## src/rtl/ex_muldiv.sv

```systemverilog
// Iterative RV32M multiply/divide unit: radix-2 shift-add multiply and restoring divide,
// one bit per cycle, with a single-cycle fast path for divide-by-zero and signed overflow.
module ex_muldiv #(
    parameter int XLEN = 32
) (
    input  logic            clk,
    input  logic            rst,
    input  logic            start_i,
    input  logic [2:0]      funct3_i,
    input  logic [XLEN-1:0] op1_i,
    input  logic [XLEN-1:0] op2_i,
    input  logic [4:0]      rd_addr_i,
    input  logic            flush_i,
    output logic            busy_o,
    output logic            ready_o,
    output logic [XLEN-1:0] rd_data_o,
    output logic [4:0]      rd_addr_o,
    output logic            rd_wen_o
);

    localparam int CNT_W = $clog2(XLEN);

    typedef enum logic [1:0] {S_IDLE, S_CALC, S_DONE} state_t;

    state_t            r_state;
    state_t            w_next;
    logic [CNT_W-1:0]  r_cnt;
    logic [2:0]        r_funct3;
    logic              r_s1;
    logic              r_s2;
    logic [XLEN-1:0]   r_op;
    logic [2*XLEN-1:0] r_acc;
    logic [XLEN-1:0]   r_rd_data;
    logic [4:0]        r_rd_addr;
    logic              r_ready;

    logic              w_start;
    logic              w_sgn1;
    logic              w_sgn2;
    logic              w_n1;
    logic              w_n2;
    logic [XLEN-1:0]   w_abs1;
    logic [XLEN-1:0]   w_abs2;
    logic              w_div0;
    logic              w_ovf;
    logic              w_fast;
    logic [XLEN-1:0]   w_fast_res;
    logic              w_last;
    logic [XLEN:0]     w_msum;
    logic [XLEN:0]     w_rsh;
    logic              w_ge;
    logic [XLEN-1:0]   w_sub;
    logic [2*XLEN-1:0] w_mul_nx;
    logic [2*XLEN-1:0] w_div_nx;
    logic [2*XLEN-1:0] w_acc_nx;
    logic [2*XLEN-1:0] w_prod;
    logic [XLEN-1:0]   w_quo;
    logic [XLEN-1:0]   w_rem;
    logic [XLEN-1:0]   w_res;

    assign w_start    = start_i & ~flush_i;
    assign w_sgn1     = (funct3_i == 3'd1) | (funct3_i == 3'd2) | (funct3_i == 3'd4) | (funct3_i == 3'd6);
    assign w_sgn2     = (funct3_i == 3'd1) | (funct3_i == 3'd4) | (funct3_i == 3'd6);
    assign w_n1       = w_sgn1 & op1_i[XLEN-1];
    assign w_n2       = w_sgn2 & op2_i[XLEN-1];
    assign w_abs1     = w_n1 ? -op1_i : op1_i;
    assign w_abs2     = w_n2 ? -op2_i : op2_i;
    assign w_div0     = (op2_i == '0);
    assign w_ovf      = ~funct3_i[0] & (op1_i == {1'b1, {(XLEN-1){1'b0}}}) & (op2_i == '1);
    assign w_fast     = funct3_i[2] & (w_div0 | w_ovf);
    assign w_fast_res = w_div0 ? (funct3_i[1] ? op1_i : '1) : (funct3_i[1] ? '0 : op1_i);

    assign w_last   = (r_cnt == CNT_W'(XLEN - 1));
    assign w_msum   = {1'b0, r_acc[2*XLEN-1:XLEN]} + (r_acc[0] ? {1'b0, r_op} : '0);
    assign w_mul_nx = {w_msum, r_acc[XLEN-1:1]};
    // Remainder after a successful subtract is below the divisor, so XLEN bits suffice.
    assign w_rsh    = {r_acc[2*XLEN-1:XLEN], r_acc[XLEN-1]};
    assign w_ge     = (w_rsh >= {1'b0, r_op});
    assign w_sub    = w_rsh[XLEN-1:0] - r_op;
    assign w_div_nx = w_ge ? {w_sub, r_acc[XLEN-2:0], 1'b1}
                           : {w_rsh[XLEN-1:0], r_acc[XLEN-2:0], 1'b0};
    assign w_acc_nx = r_funct3[2] ? w_div_nx : w_mul_nx;
    assign w_prod   = (r_s1 ^ r_s2) ? -w_acc_nx : w_acc_nx;
    assign w_quo    = w_acc_nx[XLEN-1:0];
    assign w_rem    = w_acc_nx[2*XLEN-1:XLEN];

    always_comb begin
        w_res = '0;
        case (r_funct3)
            3'd0:                w_res = w_prod[XLEN-1:0];
            3'd1, 3'd2, 3'd3:    w_res = w_prod[2*XLEN-1:XLEN];
            3'd4, 3'd5:          w_res = (r_s1 ^ r_s2) ? -w_quo : w_quo;
            default:             w_res = r_s1 ? -w_rem : w_rem;
        endcase
    end

    always_ff @(posedge clk or negedge rst) begin
        if (!rst) r_state <= S_IDLE;
        else      r_state <= w_next;
    end

    always_comb begin
        w_next = r_state;
        busy_o = 1'b0;
        case (r_state)
            S_IDLE: begin
                busy_o = w_start;
                if (w_start) w_next = w_fast ? S_DONE : S_CALC;
            end
            S_CALC: begin
                busy_o = ~flush_i;
                if (flush_i)     w_next = S_IDLE;
                else if (w_last) w_next = S_DONE;
            end
            default: w_next = S_IDLE;
        endcase
    end

    always_ff @(posedge clk or negedge rst) begin
        if (!rst) begin
            r_cnt     <= '0;
            r_funct3  <= '0;
            r_s1      <= 1'b0;
            r_s2      <= 1'b0;
            r_op      <= '0;
            r_acc     <= '0;
            r_rd_data <= '0;
            r_rd_addr <= '0;
            r_ready   <= 1'b0;
        end else begin
            r_ready <= 1'b0;
            case (r_state)
                S_IDLE: if (w_start) begin
                    r_funct3  <= funct3_i;
                    r_rd_addr <= rd_addr_i;
                    r_s1      <= w_n1;
                    r_s2      <= w_n2;
                    r_cnt     <= '0;
                    // Divide keeps the dividend in the accumulator; multiply keeps the multiplier there.
                    if (funct3_i[2]) begin
                        r_op  <= w_abs2;
                        r_acc <= {{XLEN{1'b0}}, w_abs1};
                    end else begin
                        r_op  <= w_abs1;
                        r_acc <= {{XLEN{1'b0}}, w_abs2};
                    end
                    if (w_fast) begin
                        r_rd_data <= w_fast_res;
                        r_ready   <= 1'b1;
                    end
                end
                S_CALC: if (!flush_i) begin
                    r_acc <= w_acc_nx;
                    r_cnt <= r_cnt + CNT_W'(1);
                    if (w_last) begin
                        r_rd_data <= w_res;
                        r_ready   <= 1'b1;
                    end
                end
                default: ;
            endcase
        end
    end

    assign ready_o   = r_ready;
    assign rd_wen_o  = r_ready;
    assign rd_data_o = r_rd_data;
    assign rd_addr_o = r_rd_addr;

endmodule

```

## config.mk

```make
export PLATFORM = sky130hd
export DESIGN_NAME = ex_muldiv
export DESIGN_NICKNAME = d
export VERILOG_FILES = /design/src/rtl/ex_muldiv.sv
export SDC_FILE = /design/constraint.sdc
export NUM_CORES = 1
export LEC_CHECK = 0
export BUFFER_PORTS_ARGS = -buffer_cell sky130_fd_sc_hd__buf_2
export CAP_MARGIN = 20
export CORE_ASPECT_RATIO = 0.7
export CORE_UTILIZATION = 57
export DETAILED_ROUTE_END_ITERATION = 16
export MAX_ROUTING_LAYER = met4
export PLACE_DENSITY = 0.81
export SLEW_MARGIN = 20
export SYNTH_ARGS = -nofsm -noshare
export SYNTH_HDL_FRONTEND = slang
export SYNTH_SLANG_ARGS = --single-unit
```

## constraint.sdc

```tcl
create_clock -name clk -period 12.8 [get_ports clk]
set_clock_uncertainty 0.15 [all_clocks]
set_input_delay 3.2 -clock clk [delete_from_list [all_inputs] [get_ports clk]]
set_output_delay 3.2 -clock clk [all_outputs]
set_load 0.01 [all_outputs]
```

== Yosys cells after proc, flatten, opt, wreduce, memory -nomap -nowiden ==
Index checks and enable logic that the tools add are counted.

* Bitwise operators: 15
* Reductions and logical operators: 10
* Order comparisons: 1
* Add/sub/neg operators: 8
* Mux-type cells: 36
* Equality and inequality tests: 18

{| class="wikitable"
|+ Operators by type and width
! operator !! number
|-
| 32-bit two-way mux || 14
|-
| 64-bit two-way mux || 5
|-
| 32-bit negation || 4
|-
| 64-bit case mux with 2 select lines || 1
|-
| 32-bit case mux with 3 select lines || 1
|-
| 32-bit == test (second input constant) || 2
|-
| 64-bit negation || 1
|-
| 32-bit case mux with 2 select lines || 1
|-
| 32-bit by 32-bit adder with 33-bit output || 1
|-
| 33-bit by 32-bit >= comparator with 1-bit output || 1
|-
| 32-bit logical NOT || 1
|-
| 32-bit subtractor || 1
|-
| 3-bit == test (second input constant) || 4
|-
| 5-bit two-way mux || 2
|-
| 5-bit case mux with 2 select lines || 1
|-
| 3-bit by 2-bit == test with 1-bit output (second input constant) || 3
|-
| 2-bit two-way mux || 4
|-
| 2-bit != test (second input constant) || 4
|-
| 1-bit bitwise AND || 6
|-
| 3-bit by 1-bit == test with 1-bit output (second input constant) || 2
|-
| 1-bit OR || 6
|-
| 5-bit by 1-bit adder with 5-bit output (second input constant) || 1
|-
| 5-bit == test (second input constant) || 1
|-
| 5-bit AND reduction || 1
|-
| other kinds (14) || 20
|}

* Input port bits: 76
* Logic and storage cells: 98
* Output and inout bits: 40
* Register bits after elaboration: 146

== Depth between registers and ports, before layout ==
* Depth after elaboration: 9
* Depth in mapped cells: 22
* Depth with buffers taken out: 20

== Worst setup path after synthesis ==
OpenSTA, ideal clock, no wires.

* Path type: input to output
* From: input port flush_i
* To: output port busy_o
* Slack: 4.676 ns
* Buffers on the path: 2
* Required time: 9.450 ns
* Arrival time: 4.774 ns
* Cell stages on the path: 5
* Path through: nor4b_1 nor2_1 inv_1 clkbuf_1 clkbuf_1

* Cells in the longest elaborated chain, start to end: 3

{| class="wikitable"
|+ Ends and longest elaborated chain
! item !! RTL line !! text
|-
| start, declared || 13 || <nowiki>input logic flush_i,</nowiki>
|-
| 1-bit inverter (*) || 61, 111 ||
|-
| 1-bit bitwise AND || 61 || <nowiki>assign w_start = start_i & ~flush_i;</nowiki>
|-
| 1-bit case mux with 2 select lines (*) || 105 || <nowiki>case (r_state)</nowiki>
|-
| end, declared || 14 || <nowiki>output logic busy_o,</nowiki>
|}

Mark *: on every way between the ends. The rest lies on a longest branch, timed or not.

== Worst setup path in the final report ==
Ends and elaborated chain as after synthesis.

==> results by group <==
Outcome
  – Outcome: finished, final reports clean

Synthesis
  – Post-Synth Adder-Cell Area: roughly 6.0%
  – Most used flip-flop cell after synthesis: dfrtp_1
  – Synth Area in Simple Gates: 22.9%
  – Dominant combinational cell family by area after synthesis: compound AO/OA/AOI/OAI gates
  – Post-synth cell types: about 100
  – Complex-gate fraction of the synthesized area: 29.9%
  – Post-synth EDFFs: 0
  – Register area share after synthesis: a little under a quarter
  – FFs w/ async S/R, synth: between 90% and 100%
  – Syn avg cell area: roughly 7.3 um^2
  – Cell area after synthesis: 0.0158 mm^2
  – Mapped Nets: about 2300
  – Mux share of post-synthesis cell area: under 10%
  – Yosys reg bits: approximately 150
  – Syn Inst Count: about 2200
  – Yosys warns: 0
  – XOR/XNOR share of the synthesized area: 8.79%

Clocking
  – Gates resized, CTS repair: 0
  – Clock slew at reported path FFs: about 0.06 ns
  – CTS max path bufs: 2
  – Clk_lat worst skew: 0.46 ns
  – Post-CTS Setup Repair Bufs: 0
  – H-tree Lvls: 4
  – Clk sinks: 146
  – Hold-fix buffer count after cts: 0
  – Total CTS buffers: 17
  – TritonCTS clock tree: built
  – Root Driver: clkbuf_16

Routing
  – Routed wire per std cell: around 25 um
  – Drt first pass iters: 9
  – Final ANT Viol Nets: 0
  – Final wirelength: 65800 um
  – Drt drc: 0
  – Via density: around 7.0
  – Routed vias: 18000
  – Iter 0 DRT Violations: between 2000 and 3000

Cells and area
  – Fill count: ~2400
  – Fin nets: 2353
  – Finished Layout Cells: roughly 2600
  – Final cell utilization of the core: a little under two thirds
  – Synth-to-layout area growth: 8.63%
  – Commonest non-fill, non-tap cell in the layout: nand2_1
  – Share of post-route cells with drive strength above 1: ~11%
  – Most frequent cells in the layout: nand2_1 (274), a21oi_1 (243), o21ai_0 (216)

Global route
  – First-pass GRT wire length: approximately 100000 um
  – Largest net degree at the start of global routing: 76
  – All-Layer GR Usage: 47.1%
  – Initial antenna violation count: 2
  – Vias in the first global route: roughly 16000
  – GRT overflow: 0

Placement
  – I/O Buffers: roughly 120
  – HPWL after DPL: around 51000 um
  – Dpl cells: ~2500
  – GP Congestion: just over 1

Setup path
  – Critical Path End Type: output pin
  – Setup crit start kind: primary input
  – Crit path DAT: roughly 4.7 ns
  – Setup Crit Path Kind: primary input to output pin
  – Worst-path fanout max: 46
  – Critical Path RT: around 9.5 ns

Power
  – Worst IR Drop VDD: 0.159 mV
  – Cell Pwr Density: between 200 and 250 mW/mm^2
  – Leak Pwr: 7.43 nW

Worst hold path
  – Hold Crit Class: register to register

Flow run
  – Max-cap viol count: 0

Timing
  – Final setup fails: 0
  – Max-slew violation count: 0
  – RSZ-0062 raised after global routing: no
  – Relative slew slack: a little under a third
  – Final period utilization: around 63%
  – Worst slew pin tran: 1.02 ns
  – FMAX: approximately 0.12 GHz
  – Setup TNS: 0 ns
  – Final hold violations: 0
  – Min Tclk post-route: about 8.0 ns
  – Hold slack: 0.327 ns

Floorplanning
  – Starting Density: around three fifths
  – Die area: between 0.02 and 0.03 mm^2
  – Core ar.: 0.0270 mm^2
  – DIE HEIGHT: between 100 and 150 um
  – Die Wd: 201 um
  – # rows: 50
  – I/O pins: 116
==> worst paths after layout <==
path,from,endpoint,slack (ns),cells after the start
hold / removal,rd_addr_o[1]$_DFFE_PN0P_,rd_addr_o[1]$_DFFE_PN0P_,0.33,2
setup / recovery,flush_i,busy_o,4.79,6
max in group asynchronous,rst,r_funct3[2]$_DFFE_PN0P_,8.28,2
setup reg to reg,r_op[26]$_DFFE_PN0P_,rd_data_o[30]$_DFFE_PN0P_,6.05,18
hold reg to reg,rd_addr_o[1]$_DFFE_PN0P_,rd_addr_o[1]$_DFFE_PN0P_,0.33,2
min in group asynchronous,rst,r_acc[57]$_DFFE_PN0P_,2.61,1
==> where the power goes <==
part	total (mW)	switching (mW)	internal, mW
combinational	2.66	1.77	0.891
sequential	0.714	0.152	0.563
clock	0.492	0.220	0.273
total	3.87	2.14	1.73
==> through the flow <==
step	power [mW]	setup WS [ns]	instance area [um^2]
3_3_place_gp	3.20	4.89	16700
5_1_grt	4.04	4.70	17200
3_5_place_dp	3.24	4.80	16700
6_report	3.87	4.79	17200
2_1_floorplan	2.46	4.68	15800
4_1_cts	3.74	4.79	17200
==> layout make-up <==
| cell class | instances | area (um^2) | share of cell area (%) |
|---|---|---|---|
| antenna | 3 | 7.51 | 0.0436 |
| clock buffer | 20 | 447 | 2.59 |
| clock inverter | 11 | 106 | 0.618 |
| inverter | 75 | 282 | 1.64 |
| multi-input combinational | 1818 | 11400 | 66.5 |
| sequential | 146 | 3660 | 21.3 |
| tap | 364 | 455 | 2.65 |
| timing repair buffer | 146 | 817 | 4.75 |
==> cells in the mapped netlist (all sizes together), types with 7 or more instances <==
library cell	number	area share (%)
a31oi	30	1.2
buf	28	0.89
nor2b	11	0.43
or3	12	0.47
o22ai	8	0.32
clkbuf	94	2.2
nand4b	8	0.48
nand2	276	6.6
or4	9	0.45
o31ai	30	1.5
o211ai	27	1.4
dfrtp	146	23
ha	71	5.6
a211oi	32	1.7
nor2	194	4.6
nand4	25	1.1
and2	48	1.9
o221ai	13	0.72
a22o	13	0.72
nand2b	17	0.67
o21bai	9	0.43
nor3	47	1.5
xor2	74	4.1
mux2i	56	3.6
nor4	23	1.1
and3	18	0.71
xnor2	85	4.7
o41ai	11	0.66
or2	9	0.36
a21oi	244	7.7
inv	75	1.8
o21ai	227	7.2
mux2	12	0.85
o21a	13	0.62
a22oi	8	0.38
nand3	40	1.3
a221oi	7	0.39
a21o	28	1.3
==> state kept, by name, indices dropped and copies added (netlist names) <==
| name | count |
|---|---|
| r_acc | 64 |
| r_op | 32 |
| rd_data_o | 32 |
| r_cnt | 5 |
| rd_addr_o | 5 |
| r_funct3 | 3 |
| r_state | 2 |
| r_s1 | 1 |
| r_s2 | 1 |
| rd_wen_o | 1 |
==> critical path, stage by stage <==
cell and delay [ns]:
buf_2 0.12, nor4b_2 0.46, buf_4 0.51, nor2_2 0.14, inv_2 0.08, buf_2 0.12
==> kinds of logic (layout without fill, tap and decap cells) <==
| kind of cell | after synthesis | after routing |
|---|---|---|
| adder cells (fa/ha/maj) | 75 | 75 |
| buffers and inverters | 197 | 252 |
| AO/OA/AOI/OAI | 759 | 759 |
| multiplexers | 68 | 68 |
| flip-flops | 146 | 146 |
| XOR/XNOR | 159 | 159 |
| other | 0 | 3 |
| AND/OR/NAND/NOR | 757 | 757 |
==> metal layers <==
metal,part of all wire [%],track usage [%],vias up
met5,0,-,-
met2,38,59.4,1467
met3,16,15.0,156
li1,-,-,7976
met4,3.4,16.5,0
met1,43,68.6,8431
Power figures use the tool's default switching activity.
